[config.mk]
export PLATFORM = sky130hd
export DESIGN_NAME = count_pwm_gen
export DESIGN_NICKNAME = d
export VERILOG_FILES = /design/src/rtl/count_pwm_gen.sv
export SDC_FILE = /design/constraint.sdc
export NUM_CORES = 1
export LEC_CHECK = 0
export CORE_MARGIN = 2
export CORE_UTILIZATION = 23
export DETAILED_ROUTE_END_ITERATION = 12
export GPL_TIMING_DRIVEN = 0
export SETUP_SLACK_MARGIN = 0.05
export SLEW_MARGIN = 20
export SYNTH_ARGS = -nofsm -noshare
export SYNTH_HDL_FRONTEND = slang
export SYNTH_SLANG_ARGS = --single-unit
[constraint.sdc]
create_clock -name clk -period 2.4 [get_ports clk]
set_input_delay 0.6 -clock clk [delete_from_list [all_inputs] [get_ports clk]]
set_output_delay 0.6 -clock clk [all_outputs]
set_load 0.01 [all_outputs]
[src/rtl/count_pwm_gen.sv]
// -----------------------------------------------------------------------------
// count_pwm_gen
//
// Turns the free-running count of an upstream WIDTH-bit up-counter into a
// registered PWM waveform. The duty value arrives over a valid/ready handshake
// and is held in a shadow register. It is copied into the active compare
// register only at a period boundary, so the output never changes shape in
// the middle of a period.
//
// Ports:
//   clk          system clock, rising edge (same clock as the upstream counter)
//   clear_n      asynchronous active-low reset
//   cnt          count from the upstream counter (wraps 2^WIDTH-1 -> 0)
//   enable       run request; sampled only at period boundaries
//   duty         requested high time in clocks, 0..2^WIDTH (larger saturates)
//   duty_valid   duty is presented
//   duty_ready   shadow register is free; transfer when valid && ready
//   pwm_out      registered PWM output (1 clock latency from cnt)
//   pwm_out_n    complementary output with dead time (PWM_COMPL_EN only)
//   period_tick  one-cycle pulse, the cycle after each detected boundary
//   running      high while in RUN
//
// Build option:
//   PWM_COMPL_EN  adds pwm_out_n and per-output dead-time down-counters.
//                 Each rising edge is held off DEADTIME clocks after the
//                 other output falls. Falling edges are never delayed.
//
// State | meaning
// ------+---------------------------------------------------------------
// IDLE  | outputs held low, waiting for a boundary with enable=1
// RUN   | pwm_out follows (cnt < active duty) every clock
// -----------------------------------------------------------------------------
module count_pwm_gen #(
    parameter int WIDTH    = 4,
    parameter int DEADTIME = 1
) (
    input  logic             clk,
    input  logic             clear_n,
    input  logic [WIDTH-1:0] cnt,
    input  logic             enable,
    input  logic [WIDTH:0]   duty,
    input  logic             duty_valid,
    output logic             duty_ready,
    output logic             pwm_out,
`ifdef PWM_COMPL_EN
    output logic             pwm_out_n,
`endif
    output logic             period_tick,
    output logic             running
);

    localparam logic ST_IDLE = 1'b0;
    localparam logic ST_RUN  = 1'b1;

    localparam logic [WIDTH:0] DUTY_MAX = {1'b1, {WIDTH{1'b0}}};

    logic [WIDTH-1:0] cnt_prev_q, cnt_prev_d;
    logic             period_tick_q, period_tick_d;
    logic             state_q, state_d;
    logic             pending_q, pending_d;
    logic [WIDTH:0]   shadow_q, shadow_d;
    logic [WIDTH:0]   active_q, active_d;
    logic             pwm_q, pwm_d;

    logic boundary;
    logic accept;
    logic load;
    logic cmp_hi;
    logic raw_hi;
    logic raw_lo;

    always_comb begin
        // An upstream counter held at 0 gives one boundary and then none.
        // An early clear back to 0 still counts as a boundary.
        boundary = (cnt == '0) && (cnt_prev_q != '0);
        accept   = duty_valid && !pending_q;
        load     = boundary && pending_q;

        cnt_prev_d    = cnt;
        period_tick_d = boundary;

        shadow_d  = shadow_q;
        pending_d = pending_q;
        active_d  = active_q;
        if (load) begin
            active_d  = shadow_q;
            pending_d = 1'b0;
        end else if (accept) begin
            shadow_d  = (duty > DUTY_MAX) ? DUTY_MAX : duty;
            pending_d = 1'b1;
        end

        state_d = state_q;
        if (boundary) begin
            state_d = enable ? ST_RUN : ST_IDLE;
        end

        // The compare uses the next-cycle duty and state, so a duty loaded at
        // the boundary already shapes the cnt=0 sample.
        cmp_hi = ({1'b0, cnt} < active_d);
        raw_hi = (state_d == ST_RUN) && cmp_hi;
        raw_lo = (state_d == ST_RUN) && !cmp_hi;
    end

`ifdef PWM_COMPL_EN
    localparam logic       DT_ON   = (DEADTIME > 0);
    localparam logic [1:0] DT_LOAD = (DEADTIME > 0) ? 2'(DEADTIME - 1) : 2'd0;

    logic       pwm_n_q, pwm_n_d;
    logic [1:0] dt_p_q, dt_p_d;
    logic [1:0] dt_n_q, dt_n_d;
    logic       p_fall, n_fall;
    logic       blk_p, blk_n;

    always_comb begin
        // The two outputs are never high together, so a high output can only
        // fall when its own raw compare drops. This keeps the fall detect
        // free of any loop through the other output's blocking.
        p_fall = pwm_q && !raw_hi;
        n_fall = pwm_n_q && !raw_lo;

        // The fall cycle itself is the first blocked clock. The counter then
        // covers the remaining DEADTIME-1 clocks.
        blk_p  = n_fall ? DT_ON : (dt_p_q != 2'd0);
        blk_n  = p_fall ? DT_ON : (dt_n_q != 2'd0);
        dt_p_d = n_fall ? DT_LOAD : ((dt_p_q != 2'd0) ? dt_p_q - 2'd1 : 2'd0);
        dt_n_d = p_fall ? DT_LOAD : ((dt_n_q != 2'd0) ? dt_n_q - 2'd1 : 2'd0);

        pwm_d   = raw_hi && !blk_p;
        pwm_n_d = raw_lo && !blk_n;
    end

    always_ff @(posedge clk or negedge clear_n) begin
        if (!clear_n) begin
            pwm_n_q <= 1'b0;
            dt_p_q  <= 2'd0;
            dt_n_q  <= 2'd0;
        end else begin
            pwm_n_q <= pwm_n_d;
            dt_p_q  <= dt_p_d;
            dt_n_q  <= dt_n_d;
        end
    end

    assign pwm_out_n = pwm_n_q;
`else
    // Without the complementary output, DEADTIME and the low-side compare
    // have no effect.
    logic unused_dt;
    assign unused_dt = (^DEADTIME) ^ raw_lo;

    always_comb begin
        pwm_d = raw_hi;
    end
`endif

    always_ff @(posedge clk or negedge clear_n) begin
        if (!clear_n) begin
            cnt_prev_q    <= '1;
            period_tick_q <= 1'b0;
            state_q       <= ST_IDLE;
            pending_q     <= 1'b0;
            shadow_q      <= '0;
            active_q      <= '0;
            pwm_q         <= 1'b0;
        end else begin
            cnt_prev_q    <= cnt_prev_d;
            period_tick_q <= period_tick_d;
            state_q       <= state_d;
            pending_q     <= pending_d;
            shadow_q      <= shadow_d;
            active_q      <= active_d;
            pwm_q         <= pwm_d;
        end
    end

    assign duty_ready  = !pending_q;
    assign pwm_out     = pwm_q;
    assign period_tick = period_tick_q;
    assign running     = (state_q == ST_RUN);

endmodule

==> results by group <==
Synth
  – Number of synthesized register bits: 18
  – Synth unique cells: 20
  – Syn Inst Count: 63
  – Syn nets: ~80
  – Post-synthesis sequential area ratio: roughly three fifths
  – Synth warn: 0
  – Syn_area_per_cell: 12.31 um^2
  – Synthesized cell area: 775.7 um^2

Timing
  – Setup TNS: -0.04749 ns
  – Crit share post-route: 102.0%
  – Skew final: 0.0006423 ns
  – Setup violators final: 1
  – Worst rel slew slack: around 48%
  – Final min period: 2.447 ns
  – RSZ-0062 raised after global routing: true
  – Slew Viols, Final: 0
  – Fin worst setup slack: -0.04749 ns
  – Final Hold Vio Count: 0
  – Worst slew pin tran: roughly 0.78 ns
  – Fmax: 408.6 MHz
  – Worst Hold Margin: 0.4517 ns

Detailed routing
  – Post-DRT Antenna Nets: 0
  – DR iter-0 viols: 12
  – Uppermost layer routed: met4
  – DRC: 0
  – DR WL/cell: 11.00 um
  – M1 WL: 707 um
  – WL met3: 125 um
  – Vias per cell: 4.112
  – Metal2 WL: 632 um
  – Routed WL: between 1000 and 1500 um
  – Drt pass-1 iters: 4
  – Routed via count: 551

Global route
  – Global-route wire length before repair: around 2300 um
  – Pin count of the biggest net entering global routing: 19
  – Antenna violations before repair: 0
  – Total track usage: 8.459%
  – Vias in the first global route: 516
  – Gr ovfl total: 0

Die
  – Number of I/O pins: 17
  – Initial Utilization: 23.62%
  – Total core area: 3284 um^2
  – Row count: 21
  – Die Wd: 62.08 um
  – Die ar.: 3853 um^2
  – Die height: around 62 um

Clocking
  – Reg clk slew, reported paths: about 0.10 ns
  – H-tree depth: 1
  – Root buf cell: clkbuf_4
  – CTS tree: built
  – Skew-Pair Late Insertion Delay: 0.29 ns
  – CTS Sinks: 18
  – Num CTS Buffers: 3
  – Max clock buf depth: 2

Place
  – Dpl cells: between 100 and 150
  – Port Buffers: 16
  – Gpl congestion: around 0.7
  – Placed wire-length estimate: approximately 1100 um

Worst setup path
  – R2r setup slk: -0.05 ns
  – Worst EP required: approximately 2.6 ns
  – RR Startpoint: cnt_prev_q[2]
  – WP buf/inv: 0
  – Worst path depth: 8
  – Crit Path Category: flip-flop to flip-flop
  – CP Max Fanout: 3
  – Crit path DAT: approximately 2.7 ns
  – CP Launch Type: flip-flop
  – CP cell instances: or4_4 > nand3_4 > mux2i_2 > ha_1 > a211o_4 > nor4_4 > o31ai_2 > a21boi_2
  – CP peak stage delay: 0.56 ns
  – Worst r2r dst: pwm_out
  – Crit path to: pwm_out
  – Cells on worst reg2reg path: 8
  – Worst Setup SP: cnt_prev_q[2]
  – CP endpoint kind: flip-flop
  – Family with the most delay on the worst path: simple AND/OR/NAND/NOR gates
  – Slowest cell on crit path: or4_4

Status
  – Failing checks: negative setup slack
  – Outcome: complete, but fails checks

Run
  – Max_cap viols: 0

Min path
  – Path type of the worst min-delay path: input port to flip-flop

Finish
  – Layout area overhead: 45.32%
  – Non-Filler Instances: 134
  – Nets: roughly 110
  – Layout cells sized above 1: between 30% and 40%
  – Ant. Diodes: 0

Power
  – Worst VDD drop: ~260 uV
  – Power per cell area: 702.7 nW/um^2
  – Overall Power: a little under 0.8 mW
  – LEAKAGE: roughly 0.50 nW
synthesized netlist by cell type:
cell type	number	area, um^2
a211o_2	1	10.01
a21boi_2	1	11.26
a311oi_1	1	8.760
dfrtp_1	14	350.3
dfstp_2	4	105.1
ha_1	3	37.54
inv_1	7	26.28
mux2_2	2	22.52
mux2_4	1	15.01
mux2i_1	4	40.04
nand2_1	6	22.52
nand2b_1	4	25.02
nand3_2	1	10.01
nor2_2	1	6.260
nor4_1	3	18.77
o21a_1	2	15.01
o21ai_0	5	25.02
o31ai_1	1	7.510
or4_1	1	7.510
or4_4	1	11.26
layer usage:
metal,track usage [%],up-vias
li1,-,271
met1,10.58,257
met2,12.65,21
met3,4.348,2
met4,2.736,0
met5,0,-
cells by family after synthesis:
logic type / count (synthesis) / synth area share [%]
simple gates: 17 / 13.06
flops: 18 / 58.71
compound gates: 11 / 9.999
fa+ha+maj: 3 / 4.839
buf+inv: 7 / 3.388
mux: 7 / 9.999
metrics by stage:
stage / area, um^2 / util [%] / worst slack [ns]
after global placement: 1020 / 31.05 / -0.6475
after floorplan: 802.0 / - / 0.05557
after CTS: 1081 / 32.91 / -0.05983
final: 1127 / 34.32 / -0.04749
after detailed placement: 1020 / 31.05 / -0.7148
after global routing: 1127 / 34.32 / -0.1607
worst register-to-register path: stages, from the launching register on:
cell and delay [ns]:
dfstp_2 0.38, or4_4 0.56, nand3_4 0.12, mux2i_2 0.24, ha_1 0.28, a211o_4 0.35
nor4_4 0.22, o31ai_2 0.10, a21boi_2 0.12
where the power goes:
group,internal [mW],switching (mW),leakage (nW)
sequential,0.367,0.0289,0.220
combinational,0.118,0.0948,0.260
clock,0.0924,0.0904,0.0210
timing repair:
item | in CTS | in global routing
hold buffers | 0 | 0
buffers inserted | 2 | 3
pin swaps | 4 | 5
endpoints found under the setup margin | 1 | 1
gates resized for setup | 10 | 6
how the worst min path moves through the flow:
stage,cells past startpoint,from,slack (ns),end
2_1_floorplan,0,clear_n,0.30,active_q[0]
3_3_place_gp,2,shadow_q[3],0.47,shadow_q[3]
3_5_place_dp,2,shadow_q[1],0.48,shadow_q[1]
4_1_cts,2,shadow_q[1],0.50,shadow_q[1]
5_1_grt,1,cnt[3],0.44,cnt_prev_q[3]
6_report,1,cnt[3],0.45,cnt_prev_q[3]
registers in the layout (all words and copies together) (netlist names):
register     flops
pending_q        1
period_tick      1
running          1
shadow_q         5
active_q         5
cnt_prev_q       4
pwm_out          1
final cells by class:
class	count	area [um^2]
Fill cell	341	2157
Sequential cell	18	455.4
Multi-Input combinational cell	38	357.8
Timing Repair Buffer	21	193.9
Tap cell	46	57.56
Clock buffer	4	36.28
Inverter	7	26.28
cells in the final DEF (no fill, tap or decap), types with 4 or more instances in the layout:
cell type / n
dfrtp_1: 14
clkdlybuf4s50_1: 12
inv_1: 7
nand2_1: 6
o21ai_0: 5
buf_4: 5
nand2b_1: 4
dfstp_2: 4
Power figures use the tool's default switching activity.
